$ cat src/rtl/usram_triport_array.sv
// Single-clock 1-write / 2-read RAM wrapper around the uSRAM tri-port primitive.
// Hardware clear after reset or on request, optional read pipeline stage, same-address collision flags.
module usram_triport_array #(
  parameter int                    DATA_WIDTH     = 18,
  parameter int                    ADDR_WIDTH     = 6,
  parameter int                    READ_PIPE      = 0,
  parameter int                    COLLISION_MODE = 0,
  parameter logic [DATA_WIDTH-1:0] INIT_VALUE     = '0
) (
  input  logic                  clk,
  input  logic                  rst,
  input  logic                  init_req,
  output logic                  busy,
  input  logic                  c_we,
  input  logic [ADDR_WIDTH-1:0] c_addr,
  input  logic [DATA_WIDTH-1:0] c_din,
  output logic                  wr_drop,
  input  logic                  a_re,
  input  logic [ADDR_WIDTH-1:0] a_addr,
  output logic [DATA_WIDTH-1:0] a_dout,
  output logic                  a_valid,
  output logic                  a_coll,
  input  logic                  b_re,
  input  logic [ADDR_WIDTH-1:0] b_addr,
  output logic [DATA_WIDTH-1:0] b_dout,
  output logic                  b_valid,
  output logic                  b_coll
);

  localparam int                  DEPTH   = 2**ADDR_WIDTH;
  localparam logic [ADDR_WIDTH:0] PTR_ONE = {{ADDR_WIDTH{1'b0}}, 1'b1};

  typedef enum logic {ST_CLEAR, ST_RUN} state_t;

  state_t                r_state;
  logic [ADDR_WIDTH:0]   r_ptr;
  logic [ADDR_WIDTH:0]   w_ptr_next;
  logic                  r_busy;
  logic                  r_wr_drop;

  logic [DATA_WIDTH-1:0] r_mem [DEPTH];
  logic                  w_mem_we;
  logic [ADDR_WIDTH-1:0] w_mem_addr;
  logic [DATA_WIDTH-1:0] w_mem_din;

  assign w_ptr_next = r_ptr + PTR_ONE;

  // NOTE: sequential state uses non-blocking (<=) so every register samples pre-edge values.
  always_ff @(posedge clk) begin
    if (rst) begin
      r_state   <= ST_CLEAR;
      r_ptr     <= '0;
      r_busy    <= 1'b1;
      r_wr_drop <= 1'b0;
    end else begin
      r_wr_drop <= c_we & r_busy;
      case (r_state)
        ST_CLEAR: begin
          r_ptr <= w_ptr_next;
          // Carry into the pointer MSB means the last word is being written now.
          if (w_ptr_next[ADDR_WIDTH]) begin
            r_state <= ST_RUN;
            r_busy  <= 1'b0;
          end
        end
        ST_RUN: begin
          if (init_req) begin
            r_state <= ST_CLEAR;
            r_ptr   <= '0;
            r_busy  <= 1'b1;
          end
        end
        default: r_state <= ST_CLEAR;
      endcase
    end
  end

  // Single write port shared by the clear engine and port C.
  always_comb begin
    // NOTE: every output gets a default first, so no path can infer a latch.
    w_mem_we   = 1'b0;
    w_mem_addr = c_addr;
    w_mem_din  = c_din;
    if (!rst) begin
      if (r_busy) begin
        w_mem_we   = 1'b1;
        w_mem_addr = r_ptr[ADDR_WIDTH-1:0];
        w_mem_din  = INIT_VALUE;
      end else if (c_we) begin
        w_mem_we = 1'b1;
      end
    end
  end

  // NOTE: the array has no reset branch; the clear engine initialises it so it still maps onto RAM.
  always_ff @(posedge clk) begin
    if (w_mem_we) r_mem[w_mem_addr] <= w_mem_din;
  end

  logic [1:0]            w_re;
  logic [ADDR_WIDTH-1:0] w_raddr [2];
  logic [DATA_WIDTH-1:0] w_dout  [2];
  logic [1:0]            w_valid;
  logic [1:0]            w_coll;

  assign w_re       = {b_re, a_re};
  assign w_raddr[0] = a_addr;
  assign w_raddr[1] = b_addr;

  for (genvar p = 0; p < 2; p++) begin : g_port
    logic                  w_acc;
    logic                  w_hit;
    logic [DATA_WIDTH-1:0] w_rdata;
    logic                  r_v1;
    logic                  r_c1;
    logic [DATA_WIDTH-1:0] r_d1;

    assign w_acc   = w_re[p] & ~r_busy;
    assign w_hit   = w_acc & c_we & (w_raddr[p] == c_addr);
    // The array read returns the pre-write word; write-first mode bypasses it with c_din.
    assign w_rdata = (COLLISION_MODE == 1 && w_hit) ? c_din : r_mem[w_raddr[p]];

    always_ff @(posedge clk) begin
      if (rst) begin
        r_v1 <= 1'b0;
        r_c1 <= 1'b0;
        r_d1 <= '0;
      end else begin
        r_v1 <= w_acc;
        r_c1 <= w_hit;
        if (w_acc) r_d1 <= w_rdata;
      end
    end

    if (READ_PIPE == 1) begin : g_pipe
      logic                  r_v2;
      logic                  r_c2;
      logic [DATA_WIDTH-1:0] r_d2;

      always_ff @(posedge clk) begin
        if (rst) begin
          r_v2 <= 1'b0;
          r_c2 <= 1'b0;
          r_d2 <= '0;
        end else begin
          r_v2 <= r_v1;
          r_c2 <= r_c1;
          if (r_v1) r_d2 <= r_d1;
        end
      end

      assign w_valid[p] = r_v2;
      assign w_coll[p]  = r_c2;
      assign w_dout[p]  = r_d2;
    end else begin : g_nopipe
      assign w_valid[p] = r_v1;
      assign w_coll[p]  = r_c1;
      assign w_dout[p]  = r_d1;
    end
  end

  assign busy    = r_busy;
  assign wr_drop = r_wr_drop;
  assign a_dout  = w_dout[0];
  assign a_valid = w_valid[0];
  assign a_coll  = w_coll[0];
  assign b_dout  = w_dout[1];
  assign b_valid = w_valid[1];
  assign b_coll  = w_coll[1];

endmodule

$ cat config.mk
export PLATFORM = sky130hd
export DESIGN_NAME = usram_triport_array
export DESIGN_NICKNAME = d
export VERILOG_FILES = /design/src/rtl/usram_triport_array.sv
export SDC_FILE = /design/constraint.sdc
export NUM_CORES = 1
export LEC_CHECK = 0
export ABC_AREA = 0
export ABC_CLOCK_PERIOD_IN_PS = 3400
export CAP_MARGIN = 20
export CORE_ASPECT_RATIO = 1.25
export CORE_MARGIN = 4
export CORE_UTILIZATION = 63
export DETAILED_ROUTE_END_ITERATION = 8
export PLACE_DENSITY = 0.81
export SLEW_MARGIN = 40
export SYNTH_ARGS = -nofsm -noshare
export SYNTH_HDL_FRONTEND = slang
export SYNTH_SLANG_ARGS = --single-unit
$ cat constraint.sdc
create_clock -name clk -period 3.4 [get_ports clk]
set_input_delay 0.68 -clock clk [delete_from_list [all_inputs] [get_ports clk]]
set_output_delay 0.68 -clock clk [all_outputs]
set_load 0.02 [all_outputs]
-- Word-level counts from Yosys, hierarchy flattened
Memories as Yosys holds them, arrays and structs flattened. A register that Yosys moved wholly into a read port is not among the register bits.
Cells that the tools add are included.
- register bits: 14
- RAM bits: 1152
- input bits: 42
- output and inout bits: 42
- logic and storage cells: 41
- memories: 1
- memories (memory ; depth ; bits a word ; read ports ; clocked after Yosys merged registers in ; write ports ; RTL line ; text):
    r_mem ; 64 ; 18 ; 2 ; 2 ; 1 ; 41 ; logic [DATA_WIDTH-1:0] r_mem [DEPTH];
- add/sub/neg operators: 1
- equal/unequal tests: 4
- multiplexer cells: 17
- bitwise operators: 9
- reductions and logical operators: 1
- operators with widths (kind ; number):
    18-bit 2-to-1 mux ; 2
    7-bit case mux with 2 select lines ; 1
    6-bit == test ; 2
    6-bit 2-to-1 mux ; 2
    1-bit 2-to-1 mux ; 9
    7-bit by 1-bit adder with 7-bit output, second input constant ; 1
    1-bit AND ; 7
    7-bit 2-to-1 mux ; 1
    2-bit != test, second input constant ; 2
    1-bit case mux with 2 select lines ; 2
    1-bit NOT ; 2
    2-bit AND reduction ; 1

-- Longest topological paths before layout
- word-level depth: 5
- mapped depth: 10

-- Worst setup path before layout
Ideal clock, no wire load.
- path kind: input-to-reg
- start: input rst
- end: memory r_mem[11][0] (enable)
- library setup time: 0.393 ns
- arrival: 2.774 ns
- path slack: 0.234 ns
- cell stages on the path: 8
- buffers on the path: 3
- cell sequence: clkbuf_1 -> nand2b_1 -> clkbuf_1 -> clkbuf_1 -> nand3b_1 -> o21ai_0 -> nand2_1 -> nor2_1
- longest elaborated chain between the ends: 3
- elaborated cells on any way between the ends: 4
- RTL lines (what ; RTL line ; text):
    from (decl) ; 11 ; input logic rst,
    1-bit 2-to-1 mux ; 84 ; if (!rst) begin
    1-bit 2-to-1 mux ; 97 ; if (w_mem_we) r_mem[w_mem_addr] <= w_mem_din;
    1-bit 2-to-1 mux (not written as such) ; 97 ;
    to (decl) ; 41 ;
Parallel ways exist; a longest one is shown, timed or not.

-- Final worst setup path
- start: input b_re
- end: register g_port[1].r_d1[1] (netlist: b_dout[1]), read port of r_mem
- longest elaborated chain between the ends: 1
- RTL lines (what ; RTL line ; text):
    from (decl) ; 23 ; input logic b_re,
    1-bit AND ; 118 ; assign w_acc = w_re[p] & ~r_busy;
    to (decl) ; 116 ; logic [DATA_WIDTH-1:0] r_d1;
No other way between the ends.
A chain may end at the register's enable or synchronous reset.

==> impl_summary.md <==
Floorplan
The row count is 120. The core region is 86200 µm². The vertical die dimension is 338 µm. The I/O pin count is 84. For this configuration, the core starts out at a cell density of 63.9%. The floorplan die area is 92200 µm². The die is 272 µm wide.

Worst setup path
The number of cells on the worst reg-to-reg path is 6. The largest fanout on the critical path is 10. The delay of the slowest critical-path stage is 670 ps. The most common cell type on the critical path is buf_4. For flop-to-flop paths, the worst setup slack is 160 ps. In this run the critical register-to-register path is launched from busy$_SDFFE_PP1P_. Traced cell by cell, the critical path runs through clkdlybuf4s50_1 -> nor3b_2 -> buf_4 -> nand2b_1 -> buf_4 -> a31oi_1 -> or3_1. The endpoint arrival time on the critical path is 3990 ps. The number of buffers and inverters on the critical path is 3. The sort of element at the start of the critical path is an input port. The endpoint identified for the worst register-to-register timing path is b_dout[1]$_SDFFE_PP0N_. On the critical path, the stage with the largest delay is an instance of a31oi_1. The type of destination of the critical path is a flip-flop.

The kind of critical path is input port to flip-flop. The cell family contributing the most delay on the critical path is buffers and inverters. The required time of the critical path is 4010 ps.

STA
The max-slew violation count is 0. Once routing completed, OpenROAD measured the worst setup slack at 26.0 ps. Setup repair after global routing left no endpoint under its margin. After layout, the worst path uses 99.2% of the clock period.

Setup violations remaining at the end of the flow were counted as 0. The actual transition at the worst max-transition pin is 1030 ps. The worst clock skew is 30.5 ps. The top achievable clock speed is 296 MHz. The minimum clock period is 3370 ps.

The final hold violation count is 0. The worst relative slew slack is 31.3%.

Pwr
For this design the total switching power over the nets is 6.94 mW. The worst vdd rail ir drop is 0.463 mV. The switching power share of the total is 22.0%. Combinational logic is responsible for 7.8% of the overall power. The clock share of power is 40.4%.

Internal power comes to 24.6 mW. The sum of internal, switching and leakage power is 31.5 mW. Dividing total power by cell area gives a power density of 496 nW/µm². The standby leakage power is 20.9 nW.

The share of total power in sequential cells is 51.8%.

Synth
Counting distinct cell types in the post-synthesis netlist gives 46. After synthesis, flip-flops and latches occupy 64.7% of the total area. The synthesized area divided by synthesized cell count is 18.3 µm². For this run, asynchronously set or reset flops after synthesis account for 0%.

The instance count of the mapped netlist is 3008. Synthesis inferred 1202 register bits. The share of the synthesized area in the top cell type is 62.9%. The commonest cells after synthesis are edfxtp_1 (1152), mux4_2 (427), mux2i_1 (326). The most used standard cell by instance count after synthesis is edfxtp_1.

The most area-hungry cell type in the Yosys netlist is edfxtp_1. The commonest register cell after synthesis is edfxtp_1. The number of synthesized flops with an enable pin is 1152. The total of warnings raised by yosys is 0. The post-synth net total is 3051. Yosys attributes the largest share of cell area to edfxtp_1 (63%), mux4_2 (17%), mux2i_1 (5.9%). The cell area that synthesis handed to floorplanning was 55000 µm².

Min path
The type of the worst min-delay path is flip-flop to flip-flop. The worst-case hold path end point is r_ptr[6]$_SDFFE_PP0P_. The cell count of the worst hold path is 2.

The worst hold path begins at r_ptr[6]$_SDFFE_PP0P_.

Clocking
Buffers inserted to repair hold after CTS numbered 0. The level count of the clock H-tree is 3. The tree is rooted in a clkbuf_16. The clock passes through at most 3 buffers. The clock-pin slew of the registers on the worst-case setup and hold paths is 70 ps. TritonCTS created 109 clock buffers. TritonCTS built the clock tree. Gates resized during post-CTS repair numbered 0. The later pin in the worst-skew pair is clocked with a latency of 710 ps. The clock net in this run drives a total of 1202 sinks. Post-CTS timing repair inserted 0 buffers for setup.

Place
The HPWL reported at the end of detailed placement is 106 mm. Before CTS, the worst setup slack after placement is -316 ps. The port buffer count is 83. The final RePlAce weighted congestion is 0.960.

Route
The first detailed-routing pass ran for 6 iterations. Summing over every cut layer, the via total after detailed routing is 35000. The routed design has 172 mm of wire.

The number of routed nets with antenna violations is 0. For this block, the initial DRC count from the detailed router was 6556. The via density per instance is 7.80. The final routed DRC violation total is 0.

The wire length per cell after detailed routing is 38.4 µm.

Cells and area
The share of post-route cells with drive strength above 1 is 28.8%. Across the whole layout, storage elements account for 35600 µm². The count of fill cells added during filler insertion is 4755. The number of nets in the final layout is 3265. The multi-input combinational cells in the finished layout cover a total of 18500 µm². The area added between synthesis and finish is 15.3%.

Global routing
The first global-routing pass estimated 247 mm of wire. Entering global routing, the biggest net connects 66 pins. The number of global-route vias before repair is 35000. The number of antenna violations at the first check in global routing was 15. The aggregate global routing overflow is 0. In the global route stage, overall resource usage came out at 37.2%.

Status
The run finished with clean final reports.

Flow run
The tool flagged a number of max-cap violations equal to 0.
worst reg2reg max path, stage by stage (launching register included):
cell	delay (ps)
dfxtp_1	490
nor3b_2	450
buf_4	260
nand2b_1	500
buf_4	440
a31oi_1	670
or3_1	350
power groups by stage:
stage / clock (mW) / combinational [mW] / sequential (mW)
floorplan: 0 / 1.48 / 16.6
global placement: 0 / 2.28 / 16.6
detailed placement: 0 / 2.36 / 16.6
CTS: 12.7 / 2.39 / 16.3
global route: 13.4 / 2.53 / 16.3
finish: 12.7 / 2.46 / 16.3
cell usage in the layout, fill, tap and decap left out, drive strengths merged, types with 6 or more instances in the layout:
cell | synthesis | final
edfxtp | 1152 | 1152
mux4 | 432 | 432
mux2i | 326 | 326
buf | 116 | 258
a22oi | 252 | 252
clkbuf | 117 | 144
nand3 | 82 | 82
nor2 | 81 | 81
clkdlybuf4s50 | 0 | 77
nand2 | 61 | 61
dfxtp | 50 | 50
a21oi | 46 | 46
clkinv | 0 | 40
or3 | 38 | 38
a22o | 36 | 36
o211ai | 36 | 36
a221oi | 36 | 36
a31oi | 36 | 36
and2 | 22 | 22
nor2b | 18 | 18
bufinv | 0 | 14
xnor2 | 12 | 12
nand2b | 10 | 10
o21ai | 9 | 9
clkinvlp | 0 | 8
diode | 0 | 7
and3 | 6 | 6
inv | 3 | 6
metal layers:
| layer | track usage [%] | vias to the layer above | part of all wire (%) |
|---|---|---|---|
| met5 | 0 | - | 0.068 |
| met4 | 21.1 | 16 | 7.2 |
| met3 | 11.8 | 645 | 15 |
| li1 | - | 13300 | - |
| met2 | 56.0 | 3486 | 46 |
| met1 | 48.7 | 17600 | 32 |
worst max-delay path by stage:
stage / start / endpoint / slack, ps / cells after the start
6_report: b_re / b_dout[1]$_SDFFE_PP0N_ / 30 / 7
5_1_grt: b_re / b_dout[16]$_SDFFE_PP0N_ / 170 / 7
4_1_cts: b_re / b_dout[1]$_SDFFE_PP0N_ / 350 / 7
3_5_place_dp: b_re / b_dout[1]$_SDFFE_PP0N_ / -320 / 7
3_3_place_gp: b_addr[1] / b_dout[7]$_SDFFE_PP0N_ / -550 / 7
2_1_floorplan: rst / r_mem[11][0]$_DFFE_PP_ / 230 / 8
per-stage QoR:
stage | setup TNS [ps] | hold slack [ps] | std cells | cell area, µm² | util, %
2_1_floorplan | 0 | 470 | 3008 | 55000 | -
3_3_place_gp | -4740 | 477 | 4269 | 59700 | 69.3
3_5_place_dp | -1880 | 502 | 4269 | 59700 | 69.3
4_1_cts | 0 | 511 | 4477 | 63400 | 73.6
5_1_grt | 0 | 578 | 4480 | 63500 | 73.6
6_report | 0 | 512 | 4485 | 63500 | 73.6
logic make-up (layout without fill, tap and decap cells):
group | Yosys count | count (layout) | share of synthesized area, %
fa+ha+maj | 1 | 1 | 0.0227
compound gates | 458 | 458 | 6.13
simple gates | 336 | 336 | 3.04
flops | 1202 | 1202 | 64.7
xor+xnor | 16 | 16 | 0.255
buf+inv | 236 | 547 | 2.20
other cells | 0 | 7 | 0
mux | 759 | 759 | 23.7
registers in the layout (all words and copies together), names as in the netlist, 7 cells and up:
signal	flops
r_mem	1152
a_dout	18
b_dout	18
r_ptr	7
layout make-up:
cell class / instances / share of cell area, %
Timing Repair Buffer: 336 / 6.60
Multi-Input combinational cell: 1570 / 29.2
Clock buffer: 143 / 4.71
Inverter: 3 / 0.0177
Antenna cell: 7 / 0.0276
Clock inverter: 65 / 1.10
Sequential cell: 1202 / 56.1
Tap cell: 1159 / 2.29
No activity file was read; power rests on OpenSTA's default activity.
